==> src/rtl/score_pkg.sv <==
// Shared definitions for the score BCD converter: digit width, default
// sizing, FSM state encoding and the leading-zero blank reset mask.
package score_pkg;

  localparam int BCD_W      = 4;
  localparam int DEF_DIGITS = 6;
  localparam int DEF_BIN_W  = 20;

  typedef enum logic [1:0] {
    IDLE   = 2'd0,
    SHIFT  = 2'd1,
    FINISH = 2'd2
  } state_t;

  // Blank mask shown after reset: every digit dark except the ones digit,
  // so a zero score displays as a single "0".
  localparam logic [DEF_DIGITS-1:0] BLANK_RST_DEFAULT = {{(DEF_DIGITS-1){1'b1}}, 1'b0};

endpackage

==> src/rtl/score_bcd_converter_add3.sv <==
// One double-dabble correction cell: a BCD nibble of 5 or more gets +3
// before the shift so that it carries correctly into the next digit.
module bcd_add3
  import score_pkg::*;
(
  input  logic [BCD_W-1:0] i_nibble,
  output logic [BCD_W-1:0] o_nibble
);

  logic [BCD_W-1:0] w_sum;

  assign w_sum    = i_nibble + 4'd3;
  assign o_nibble = (i_nibble >= 4'd5) ? w_sum : i_nibble;

endmodule

==> src/rtl/score_bcd_converter.sv <==
// Sequential binary-to-BCD converter feeding the seven-segment decoders.
// A start pulse loads the value (saturated to the largest displayable
// number), BIN_W shift-add-3 cycles build the digits, and a final cycle
// publishes digits, the leading-zero blank mask and the overflow flag.
module score_bcd_converter
  import score_pkg::*;
#(
  parameter int BIN_W  = DEF_BIN_W,
  parameter int DIGITS = DEF_DIGITS
) (
  input  logic                    i_clk,
  input  logic                    i_reset,
  input  logic                    i_start,
  input  logic [BIN_W-1:0]        i_bin_in,
  output logic                    o_busy,
  output logic                    o_done,
  output logic [BCD_W*DIGITS-1:0] o_digits,
  output logic [DIGITS-1:0]       o_blank,
  output logic                    o_overflow
);

  localparam int                SCR_W     = BCD_W * DIGITS;
  localparam int                CNT_W     = $clog2(BIN_W + 1);
  localparam logic [63:0]       MAX_VAL   = 64'(10 ** DIGITS) - 64'd1;
  localparam logic [DIGITS-1:0] BLANK_RST = ~DIGITS'(1);

  state_t                   r_state;
  logic [BIN_W-1:0]         r_bin;
  logic [SCR_W-1:0]         r_scratch;
  logic [CNT_W-1:0]         r_count;
  logic                     r_pend_ovf;
  logic                     r_busy;
  logic                     r_done;
  logic [SCR_W-1:0]         r_digits;
  logic [DIGITS-1:0]        r_blank;
  logic                     r_overflow;

  logic [SCR_W-1:0]         w_adj;
  logic [SCR_W+BIN_W-1:0]   w_shifted;
  logic [DIGITS-1:0]        w_blank;
  logic                     w_higher_zero;

  // One add-3 correction cell per digit of the scratch register.
  for (genvar g = 0; g < DIGITS; g++) begin : g_add3
    bcd_add3 u_add3 (
      .i_nibble (r_scratch[g*BCD_W +: BCD_W]),
      .o_nibble (w_adj[g*BCD_W +: BCD_W])
    );
  end

  // The top scratch bit falls off the end; saturation keeps it zero.
  assign w_shifted = {w_adj, r_bin} << 1;

  // A digit is blanked only when it and every digit above it are zero;
  // the ones digit always shows.
  always_comb begin
    w_blank       = '0;
    w_higher_zero = 1'b1;
    for (int i = DIGITS - 1; i >= 1; i--) begin
      w_higher_zero = w_higher_zero && (r_scratch[i*BCD_W +: BCD_W] == '0);
      w_blank[i]    = w_higher_zero;
    end
  end

  // Conversion FSM with registered busy/done and result outputs.
  always_ff @(posedge i_clk) begin
    if (i_reset) begin
      r_state    <= IDLE;
      r_bin      <= '0;
      r_scratch  <= '0;
      r_count    <= '0;
      r_pend_ovf <= 1'b0;
      r_busy     <= 1'b0;
      r_done     <= 1'b0;
      r_digits   <= '0;
      r_blank    <= BLANK_RST;
      r_overflow <= 1'b0;
    end else begin
      r_done <= 1'b0;
      case (r_state)
        IDLE: begin
          if (i_start) begin
            if (64'(i_bin_in) > MAX_VAL) begin
              r_bin      <= BIN_W'(MAX_VAL);
              r_pend_ovf <= 1'b1;
            end else begin
              r_bin      <= i_bin_in;
              r_pend_ovf <= 1'b0;
            end
            r_scratch <= '0;
            r_count   <= CNT_W'(BIN_W);
            r_busy    <= 1'b1;
            r_state   <= SHIFT;
          end
        end
        SHIFT: begin
          r_scratch <= w_shifted[SCR_W+BIN_W-1:BIN_W];
          r_bin     <= w_shifted[BIN_W-1:0];
          r_count   <= r_count - CNT_W'(1);
          if (r_count == CNT_W'(1)) begin
            r_state <= FINISH;
          end
        end
        FINISH: begin
          r_digits   <= r_scratch;
          r_blank    <= w_blank;
          r_overflow <= r_pend_ovf;
          r_done     <= 1'b1;
          r_busy     <= 1'b0;
          r_state    <= IDLE;
        end
        default: begin
          r_busy  <= 1'b0;
          r_state <= IDLE;
        end
      endcase
    end
  end

  assign o_busy     = r_busy;
  assign o_done     = r_done;
  assign o_digits   = r_digits;
  assign o_blank    = r_blank;
  assign o_overflow = r_overflow;

endmodule

==> config.mk <==
export PLATFORM = sky130hd
export DESIGN_NAME = score_bcd_converter
export DESIGN_NICKNAME = d
export VERILOG_FILES = /design/src/rtl/score_pkg.sv /design/src/rtl/score_bcd_converter_add3.sv /design/src/rtl/score_bcd_converter.sv
export SDC_FILE = /design/constraint.sdc
export NUM_CORES = 1
export LEC_CHECK = 0
export ABC_AREA = 1
export CORE_ASPECT_RATIO = 1.4
export CORE_MARGIN = 4
export CORE_UTILIZATION = 54
export CTS_CLUSTER_DIAMETER = 50
export DETAILED_ROUTE_END_ITERATION = 16
export HOLD_SLACK_MARGIN = 0.15
export PLACE_DENSITY_LB_ADDON = 0.3
export SYNTH_ARGS = -nofsm -noshare
export SYNTH_HDL_FRONTEND = slang
export SYNTH_SLANG_ARGS = --single-unit
==> constraint.sdc <==
create_clock -name i_clk -period 1.6 [get_ports i_clk]
set_input_delay 0.32 -clock i_clk [delete_from_list [all_inputs] [get_ports i_clk]]
set_output_delay 0.32 -clock i_clk [all_outputs]
set_load 0.01 [all_outputs]
==> flow_summary.ini <==
[status]
status = completed

[clocking]
cts_max_path_buffers = 2
path_clk_slew_ns = 0.08
postCtsHoldBufs = 0
clock_latency_ns = 0.36
cts_setup_buffers = 0
cts_sinks = 84
h-tree-depth = 3
cts_buffers = 9
root_buffer = clkbuf_8
cts_tree = yes

[setup_path]
crit_buf_inv = 1
crit_arrival_ns = 1.23
worstSetupEndpointType = output port
start_kind = flip-flop
cpMaxStageDelayCell = clkdlybuf4s50_1
crit_family = buffers and inverters
crit_fanout = 2
crit_type = reg -> out
crit_chain = clkdlybuf4s50_1
required_ns = 1.28
slowest_delay_ns = 0.53

[placed_design]
post-place-cells = 641
placed_cell_area_mm2 = 0.00462
place_hpwl_um = 6620
post-place-ws_ns = -0.135
port_buffers = 54
routabilityCongestion = 0.827

[timing]
rsz0062_at_grt = false
hold_viol = 0
fin_skew_ns = 0.0136
setup_ws_ns = 0.0519
fin_tns_setup_ns = 0
timing.final.crit_share = 0.968
fmax_mhz = 646
period_minus_slack_ns = 1.55
slew_viol_final = 0
finalSetupViolations = 0

[power]
power.share.sequential = 0.500
p_leak_nw = 2.25
netSwitchingFraction = 0.263
pwr-share-clk = 0.346
ir_worst_vdd_v = 0.000662
powerDensity_mw_per_mm2 = 934
power.internal_w = 0.00335
combPwrFrac = 0.154
p_sw_w = 0.00119

[synthesis]
synthCells = 491
yosys_register_bits = 84
synthArstFlopShare = 0
synth-seq-area-share = 0.434
synth_ff_type = dfxtp_1
yosysTopAreaCellShare = 0.434
synth_most_common_cell = dfxtp_1
syn-num-nets = 532
ys_warn_count = 0
yosysTopAreaCell = dfxtp_1
synthTopCellsByCount = 84 x dfxtp_1, 60 x inv_1, 59 x nand2_1
synth_edf_count = 0
syn_area_per_cell_um2 = 7.89
syn-cell-area_mm2 = 0.00387
synth_cell_type_count = 38
ys_top_cells_by_area = dfxtp_1 43%, a21oi_1 5.9%, ha_1 5.8%

[floorplan]
rows = 36
start_util = 0.555
pin_count = 56
die_x_um = 79.6
die-area_mm2 = 0.00861
fp.coreArea_mm2 = 0.00698
die_h_um = 108

[layout]
final_cells = 656
diodes = 0
multi_input_area_mm2 = 0.00181
utilization = 0.696
fill_cells = 554
synthToLayoutAreaGrowth_pct = 25.5
design_area_mm2 = 0.00486
layout-drive-gt1-share = 0.109
area.sequential_mm2 = 0.00168
fin_nets = 598

[routing]
drtIter0Drc = 241
drt-pass1-iter-count = 5
vias = 3508
postRouteAntennaNets = 0
viasPerCell = 5.35
drt_wl_total_um = 9000
avgRoutedWirePerCell_um = 13.7
drcViolationCount = 0

[global_routing]
first_global_vias = 3492
antenna_found_initial = 0
grt_pass1_wl_um = 15500
grt_max_degree = 36
grt_usage = 0.228
grt_remaining_overflow = 0

[run]
maxCapViolations = 0

[worst_hold_path]
hp-class = reg -> reg
==> power groups by stage <==
| stage | clock [W] | combinational (W) | sequential (W) |
|---|---|---|---|
| final | 0.00157 | 0.000699 | 0.00227 |
| after CTS | 0.00161 | 0.000705 | 0.00227 |
| after global placement | 0 | 0.000684 | 0.00231 |
| after detailed placement | 0 | 0.000705 | 0.00232 |
| after global routing | 0.00168 | 0.000784 | 0.00228 |
| after floorplan | 0 | 0.000446 | 0.00230 |
==> stage by stage <==
stage,hold slack [ns],power (W)
finish,0.466,0.00454
global route,0.495,0.00475
CTS,0.466,0.00458
detailed placement,0.454,0.00302
global placement,0.451,0.00299
floorplan,0.434,0.00275
==> area by class of cell <==
type | instances | area share
tap | 95 | 0.0245
sequential | 84 | 0.346
inverter | 67 | 0.0523
timing repair buffer | 78 | 0.162
clock inverter | 3 | 0.00927
clock buffer | 12 | 0.0340
multi-input combinational | 317 | 0.372
==> state kept, by name, summed over array words and instances, names as in the netlist <==
name        count
o_digits       24
r_pend_ovf      1
o_done          1
o_overflow      1
r_state         2
r_scratch      24
o_busy          1
r_bin          20
o_blank         5
r_count         5
==> metal layers <==
metal	up-vias	wire [um]	global-route usage
li1	1790	-	-
met5	-	0	0
met4	0	212	0.0995
met2	103	4570	0.392
met3	19	506	0.0592
met1	1596	3710	0.265
==> placed cells by master (no fill, tap or decap), types with 2 or more instances in the layout <==
cell and instances:
o32ai_2 2, dlygate4sd2_1 6, nand2_2 3, buf_12 3, a21oi_1 46, o22ai_2 3
inv_2 7, nand2_1 58, nor2_1 40, clkinvlp_4 2, o21ai_1 22, nand4_1 14
o2111ai_1 4, o21ai_0 45, o32ai_1 3, dlymetal6s2s_1 14, o211ai_1 7, buf_4 21
nor3_1 4, ha_1 18, a22oi_1 8, xor2_1 3, clkdlybuf4s50_1 34, nand3_1 21
dfxtp_1 84, a211oi_1 3, clkbuf_8 12, o221ai_1 3, inv_1 59
==> logic make-up after synthesis <==
| logic type | count (synthesis) | share of synthesized area |
|---|---|---|
| compound gates | 149 | 0.227 |
| xor+xnor | 3 | 0.00678 |
| fa+ha+maj | 18 | 0.0581 |
| buf+inv | 90 | 0.0995 |
| flops | 84 | 0.434 |
| other cells | 1 | 0.000968 |
| simple gates | 146 | 0.174 |
==> path summary, 6_finish.rpt <==
path,startpoint,to,slack (ns),depth (start not counted)
max reg2reg,r_scratch[8]$_SDFFE_PP0P_,r_scratch[10]$_SDFFE_PP0P_,0.13,7
min,r_count[3]$_SDFFE_PP0P_,r_count[3]$_SDFFE_PP0P_,0.47,2
max,o_digits[22]$_SDFFE_PP0P_,o_digits[22],0.05,1
min reg2reg,r_count[3]$_SDFFE_PP0P_,r_count[3]$_SDFFE_PP0P_,0.47,2
==> what timing repair did <==
| item | 4_1_cts | 5_1_grt |
|---|---|---|
| endpoints found under the hold margin | 0 | 0 |
| endpoints found under the setup margin | 6 | 16 |
| gates resized for setup | 6 | 16 |
Power figures use the tool's default switching activity.
